$ cat src/rtl/ps2_pkg.sv
// ps2_pkg: shared PS/2 state encoding, keyboard command bytes and 25 MHz timing defaults.
package ps2_pkg;
  typedef enum logic [2:0] {IDLE, INHIBIT, WAIT_DEV, SHIFT, ACK, WAIT_IDLE, FAIL} state_t;
  localparam logic [7:0] CMD_SET_LEDS = 8'hED;
  localparam logic [7:0] CMD_RESET = 8'hFF;
  localparam logic [7:0] CMD_ENABLE = 8'hF4;
  localparam logic [7:0] ACK_BYTE = 8'hFA;
  localparam int DEF_INHIBIT_CYCLES = 2500;
  localparam int DEF_START_TIMEOUT = 375000;
  localparam int DEF_PACKET_TIMEOUT = 50000;
  localparam int DEF_SYNC_STAGES = 2;
  function automatic int max3(input int a, input int b, input int c);
    int m;
    m = a > b ? a : b;
    return m > c ? m : c;
  endfunction
endpackage

$ cat src/rtl/ps2_line_sync.sv
// ps2_line_sync: synchronizes the PS/2 clock and data lines and flags one-cycle clock falling edges.
//   clk, rst     system clock, synchronous active-high reset
//   clk_i/data_i asynchronous line levels
//   clk_s/data_s synchronized levels; fall = synced clock went 1->0
module ps2_line_sync
  import ps2_pkg::*;
#(
  parameter int STAGES = DEF_SYNC_STAGES
) (
  input  logic clk,
  input  logic rst,
  input  logic clk_i,
  input  logic data_i,
  output logic clk_s,
  output logic data_s,
  output logic fall
);
  logic [STAGES-1:0] cs, ds;
  logic prev;
  always_ff @(posedge clk) begin
    if (rst) begin
      cs <= '1;
      ds <= '1;
      prev <= 1'b1;
    end else begin
      cs <= {cs[STAGES-2:0], clk_i};
      ds <= {ds[STAGES-2:0], data_i};
      prev <= cs[STAGES-1];
    end
  end
  assign clk_s = cs[STAGES-1];
  assign data_s = ds[STAGES-1];
  assign fall = prev & ~clk_s;
endmodule

$ cat src/rtl/ps2_host_tx.sv
// ps2_host_tx: PS/2 host-to-device command transmitter driving the lines open-drain via output enables.
//   CLK_25MHZ, RESET          system clock, synchronous active-high reset
//   PS2_CLK_I, PS2_DATA_I     raw line levels
//   PS2_CLK_OE, PS2_DATA_OE   1 pulls the line low
//   TX_VALID/TX_DATA/TX_READY command byte handshake
//   BUSY                      transaction in progress (receiver ignores the lines)
//   TX_DONE, TX_ERROR         one-cycle completion / failure pulses
module ps2_host_tx
  import ps2_pkg::*;
#(
  parameter int INHIBIT_CYCLES = DEF_INHIBIT_CYCLES,
  parameter int START_TIMEOUT = DEF_START_TIMEOUT,
  parameter int PACKET_TIMEOUT = DEF_PACKET_TIMEOUT,
  parameter int SYNC_STAGES = DEF_SYNC_STAGES
) (
  input  logic       CLK_25MHZ,
  input  logic       RESET,
  input  logic       PS2_CLK_I,
  input  logic       PS2_DATA_I,
  output logic       PS2_CLK_OE,
  output logic       PS2_DATA_OE,
  input  logic       TX_VALID,
  input  logic [7:0] TX_DATA,
  output logic       TX_READY,
  output logic       BUSY,
  output logic       TX_DONE,
  output logic       TX_ERROR
);
  localparam int CW = $clog2(max3(INHIBIT_CYCLES, START_TIMEOUT, PACKET_TIMEOUT)) + 1;
  localparam logic [CW-1:0] INH_LAST = CW'(INHIBIT_CYCLES - 1);
  localparam logic [CW-1:0] START_LAST = CW'(START_TIMEOUT - 1);
  localparam logic [CW-1:0] PKT_LAST = CW'(PACKET_TIMEOUT - 1);
  state_t state, state_n;
  logic [CW-1:0] cnt, cnt_n;
  logic [3:0] bits, bits_n;
  logic [8:0] sr, sr_n;
  logic data_oe, data_oe_n;
  logic clk_s, data_s, fall, wd, idle_lines;
  ps2_line_sync #(.STAGES(SYNC_STAGES)) u_sync (
    .clk(CLK_25MHZ), .rst(RESET), .clk_i(PS2_CLK_I), .data_i(PS2_DATA_I),
    .clk_s(clk_s), .data_s(data_s), .fall(fall)
  );
  assign wd = cnt == PKT_LAST;
  assign idle_lines = clk_s & data_s;
  always_ff @(posedge CLK_25MHZ) begin
    if (RESET) begin
      state <= IDLE;
      cnt <= '0;
      bits <= '0;
      sr <= '0;
      data_oe <= 1'b0;
    end else begin
      state <= state_n;
      cnt <= cnt_n;
      bits <= bits_n;
      sr <= sr_n;
      data_oe <= data_oe_n;
    end
  end
  // One counter serves inhibit timing, start timeout and packet watchdog; it is cleared at each phase change.
  always_comb begin
    state_n = state;
    cnt_n = &cnt ? cnt : cnt + 1'b1;
    bits_n = bits;
    sr_n = sr;
    data_oe_n = data_oe;
    case (state)
      IDLE: begin
        cnt_n = '0;
        data_oe_n = 1'b0;
        if (TX_VALID) begin
          sr_n = {~^TX_DATA, TX_DATA};
          state_n = INHIBIT;
        end
      end
      INHIBIT: begin
        // Start bit overlaps the last inhibit cycle so DATA is low before CLK is released.
        if (data_oe) begin
          state_n = WAIT_DEV;
          cnt_n = '0;
        end else if (cnt == INH_LAST) data_oe_n = 1'b1;
      end
      WAIT_DEV: begin
        if (fall) begin
          data_oe_n = ~sr[0];
          sr_n = sr >> 1;
          bits_n = 4'd1;
          cnt_n = '0;
          state_n = SHIFT;
        end else if (cnt == START_LAST) begin
          data_oe_n = 1'b0;
          state_n = FAIL;
        end
      end
      SHIFT: begin
        if (wd) begin
          data_oe_n = 1'b0;
          state_n = FAIL;
        end else if (fall) begin
          bits_n = bits + 1'b1;
          data_oe_n = bits == 4'd9 ? 1'b0 : ~sr[0];
          sr_n = sr >> 1;
          state_n = bits == 4'd9 ? ACK : SHIFT;
        end
      end
      ACK: state_n = wd ? FAIL : fall ? (data_s ? FAIL : WAIT_IDLE) : ACK;
      WAIT_IDLE: state_n = idle_lines ? IDLE : wd ? FAIL : WAIT_IDLE;
      FAIL: begin
        data_oe_n = 1'b0;
        state_n = IDLE;
      end
      default: state_n = IDLE;
    endcase
  end
  assign PS2_CLK_OE = state == INHIBIT;
  assign PS2_DATA_OE = data_oe;
  assign TX_READY = state == IDLE;
  assign BUSY = state != IDLE;
  assign TX_DONE = state == WAIT_IDLE && idle_lines;
  assign TX_ERROR = state == FAIL;
endmodule

$ cat config.mk
export PLATFORM = sky130hd
export DESIGN_NAME = ps2_host_tx
export DESIGN_NICKNAME = d
export VERILOG_FILES = /design/src/rtl/ps2_pkg.sv /design/src/rtl/ps2_line_sync.sv /design/src/rtl/ps2_host_tx.sv
export SDC_FILE = /design/constraint.sdc
export NUM_CORES = 1
export LEC_CHECK = 0
export BUFFER_PORTS_ARGS = -buffer_cell sky130_fd_sc_hd__buf_2
export CORE_MARGIN = 8
export CORE_UTILIZATION = 40
export CTS_BUF_LIST = sky130_fd_sc_hd__clkbuf_2
export DETAILED_ROUTE_END_ITERATION = 10
export HOLD_SLACK_MARGIN = 0.03
export MAX_ROUTING_LAYER = met4
export PLACE_DENSITY = 0.63
export SETUP_SLACK_MARGIN = 0.02
export SLEW_MARGIN = 20
export SYNTH_ARGS = -nofsm -noshare
export SYNTH_HDL_FRONTEND = slang
export SYNTH_SLANG_ARGS = --single-unit
$ cat constraint.sdc
create_clock -name CLK_25MHZ -period 2.14 [get_ports CLK_25MHZ]
set_input_delay 0.428 -clock CLK_25MHZ [delete_from_list [all_inputs] [get_ports CLK_25MHZ]]
set_output_delay 0.428 -clock CLK_25MHZ [all_outputs]
set_load 0.05 [all_outputs]
==> run_results.csv <==
group,metric,value,unit
route,drt_iter0_drc,106,
clocking,root_buffer,"clkbuf_2",
setup_path,path_common_cell,"or4_4",
synth,synthMuxAreaShare,4.002,%
floorplan,floorplan.initialDensity,41.45,%
synth,syn_area,0.002282,mm2
final_layout,finalNonFillerCells,397,
clocking,path_clk_slew,0.22,ns
setup_path,r2r-start,"cnt[13]$_SDFF_PP0_",
setup_path,reg2regPathDepth,6,
synth,synthAdderAreaFrac,1.645,%
clocking,hold_buffers,0,
setup_path,reg2reg_setup_slack,-0.003,ns
route,wirelength,5.811,mm
synth,synth-xor-area-share,7.292,%
synth,yosys_warnings,0,
placed_design,dp_hpwl,4.198,mm
timing,skew,0.01906,ns
setup_path,critPathMaxStageDelay,0.56,ns
job,maxCapViolCount,0,
final_layout,n_antenna_cell,0,
floorplan,core-area,0.005507,mm2
timing,finalSetupTns,-0.002994,ns
min_path,holdPathStages,2,
clocking,clock_sinks,42,
timing,setup_viol,1,
global_routing,grt_overflow,0,
min_path,whs_endpoint,"u_sync.cs[0]$_SDFF_PP1_",
setup_path,worst-path-buf-inv,1,
synth,synth_compound_area_share,16.61,%
clocking,cts_made_buffers,5,
synth,netlist_top_cells_area,"dfxtp_1 37%, nor2_1 6.9%, xnor2_1 5.4%",
synth,syn-num-nets,292,
timing,tightest_slew,0.4108,ns
route,wl_per_cell,14.64,um
timing,fin_crit_sh,100.1,%
floorplan,dieArea,0.008379,mm2
timing,setup_ws,-0.002994,ns
floorplan,io_pins,19,
timing,max_slew_margin,72.54,%
floorplan,die_w,91.54,um
setup_path,critPathMaxFanout,8,
floorplan,num_rows,27,
setup_path,reg2reg_to,"sr[3]$_SDFFE_PP0P_",
global_routing,antenna_found_initial,0,
synth,synth_enable_flop_cells,0,
synth,post_synth_num_cell_types,49,
synth,synth_top_area_share,36.84,%
global_routing,grt_usage,14.38,%
clocking,clk_latency,0.41,ns
synth,synthArstFlopShare,0,%
min_path,hold_path.startpoint,"PS2_CLK_I",
power,p_leak,1.032,nW
placed_design,gp_congestion,0.8445,
global_routing,grt_pass1_vias,2033,
power,ir_drop,374.7,uV
setup_path,crit_family,"simple AND/OR/NAND/NOR gates",
run_status,status,"finished with violations",
clocking,cts.path.max_buffers,2,
setup_path,arrival,2.50,ns
floorplan,dieHeight,91.54,um
synth,synth_cells,276,
power,powerDensity,813.9,mW/mm2
min_path,hp-class,"in -> reg",
route,antenna_left,0,
timing,rsz0062_at_grt,"true",
power,fin_total_pwr,2.338,mW
synth,yosys.area_share.simple,30.15,%
timing,max_freq,0.4666,GHz
synth,synth_top_area_cell,"dfxtp_1",
synth,syn_avg_cell_area,8.269,um2
final_layout,utilization,52.17,%
timing,fin_crit,2.143,ns
setup_path,worstPathRequired,2.50,ns
timing,maxSlewViolCount,0,
route,drt_pass1_iterations,4,
clocking,cts_tree,"yes",
placed_design,placedCellCount,385,
global_routing,grt_max_degree,21,
synth,yosysSeqAreaShare,36.84,%
route,viasPerCell,5.368,
setup_path,cp_slowest_cell,"or4_4",
final_layout,nets,340,
route,drc_errors,0,
synth,yosys_most_used_dff,"dfxtp_1",
final_layout,drive_above_1_share,32.62,%
timing,finalHoldViolCount,0,
clocking,h-tree-depth,2,
synth,synth_top_family_by_area,"simple AND/OR/NAND/NOR gates",
run_status,violations,"setup timing",
final_layout,area_growth,25.88,%
setup_path,crit_type,"reg -> reg",
setup_path,start_kind,"flop",
route,vias,2131,
global_routing,grt_pass1_wl,9.756,mm
setup_path,path_cells,"or4_4 > or4_4 > o21ai_4 > buf_12 > nand2_8 > a211oi_2",
placed_design,numPortBuffers,18,
setup_path,end_kind,"flop",
synth,synth_seq_cells,42,
worst max-delay path by stage:
stage,from,endpoint,cells after the start
global placement,cnt[5]$_SDFF_PP0_,sr[5]$_SDFFE_PP0P_,6
finish,cnt[13]$_SDFF_PP0_,sr[3]$_SDFFE_PP0P_,6
floorplan,cnt[4]$_SDFF_PP0_,sr[6]$_SDFFE_PP0P_,7
detailed placement,cnt[5]$_SDFF_PP0_,sr[4]$_SDFFE_PP0P_,6
global route,cnt[10]$_SDFF_PP0_,bits[3]$_SDFFE_PP0P_,8
CTS,cnt[13]$_SDFF_PP0_,bits[3]$_SDFFE_PP0P_,8
where the power goes:
part	switching (mW)	leakage [nW]	internal (mW)
Sequential	0.133	0.346	0.891
Clock	0.263	0.0264	0.0745
Combinational	0.597	0.660	0.379
Total	0.994	1.03	1.34
through the flow:
| step | cell area [um2] | hold WS [ns] | setup WS (ns) |
|---|---|---|---|
| after floorplan | 2322 | 0.3895 | 0.003029 |
| after global placement | 2678 | 0.3906 | 0.007567 |
| after detailed placement | 2678 | 0.3945 | -0.06415 |
| after CTS | 2795 | 0.1646 | 0.009310 |
| after global routing | 2873 | 0.1489 | -0.07278 |
| final | 2873 | 0.1900 | -0.002994 |
synthesized netlist by cell type, types with 2 or more instances:
master    count
nor2b_1       4
nand4_1       8
dfxtp_1      42
nand3b_1      3
nand2_1      17
nor4_1        3
and3_1        4
mux2i_1       8
a21oi_1      15
inv_1         7
nand2b_1      2
ha_1          3
a21o_1        2
nor3b_1       4
o21ai_0       7
xnor2_1      14
a211oi_2      8
nor3_1       13
a211oi_1      3
or3_1         3
nor2_1       42
or2_2         5
a31oi_1       5
clkbuf_1     10
or4_1         3
o21bai_1      2
xor2_1        5
nand3_1      13
repair_timing:
| action | 4_1_cts | 5_1_grt |
|---|---|---|
| setup buffers | 2 | 1 |
| cloned | 1 | 0 |
| gates resized for setup | 9 | 23 |
| endpoints found under the setup margin | 15 | 24 |
| pin swaps | 4 | 8 |
routing by layer:
layer,share of wire (%),global-route usage (%),vias up,wire (um)
met5,0,-,-,0
met4,1.0,4.366,0,61
met3,4.6,3.210,5,269
met2,47,22.75,43,2756
met1,47,17.71,1001,2723
li1,-,-,1082,-
cells in the final DEF (no fill, tap or decap), types with 7 or more instances in the layout:
master	synthesis	final
a211oi_2	8	8
a21oi_1	15	15
buf_2	0	16
buf_4	0	28
dfxtp_1	42	33
dfxtp_2	0	9
inv_1	7	7
mux2i_1	8	8
nand2_1	17	17
nand3_1	13	13
nand4_1	8	8
nor2_1	42	32
nor3_1	13	10
o21ai_0	7	7
xnor2_1	14	14
kinds of logic after synthesis:
logic type | Yosys count
compound gates | 52
xor+xnor | 19
fa+ha+maj | 3
buf+inv | 19
flops | 42
mux | 9
simple gates | 132
area by class of cell:
cell class                 instances  area, um2
sequential                        42      852.1
fill                             513       2634
multi-input combinational        216       1481
clock buffer                       5      25.02
clock inverter                     3      16.27
timing repair buffer              52      381.6
tap                               72      90.09
inverter                           7      26.28
sequential cells by signal (all words and copies together), names as in the netlist:
signal       cells
cnt             20
sr               9
bits             4
state            3
u_sync.cs        2
u_sync.ds        2
PS2_DATA_OE      1
u_sync.prev      1
Note: power is estimated with default switching activity, not from simulation.
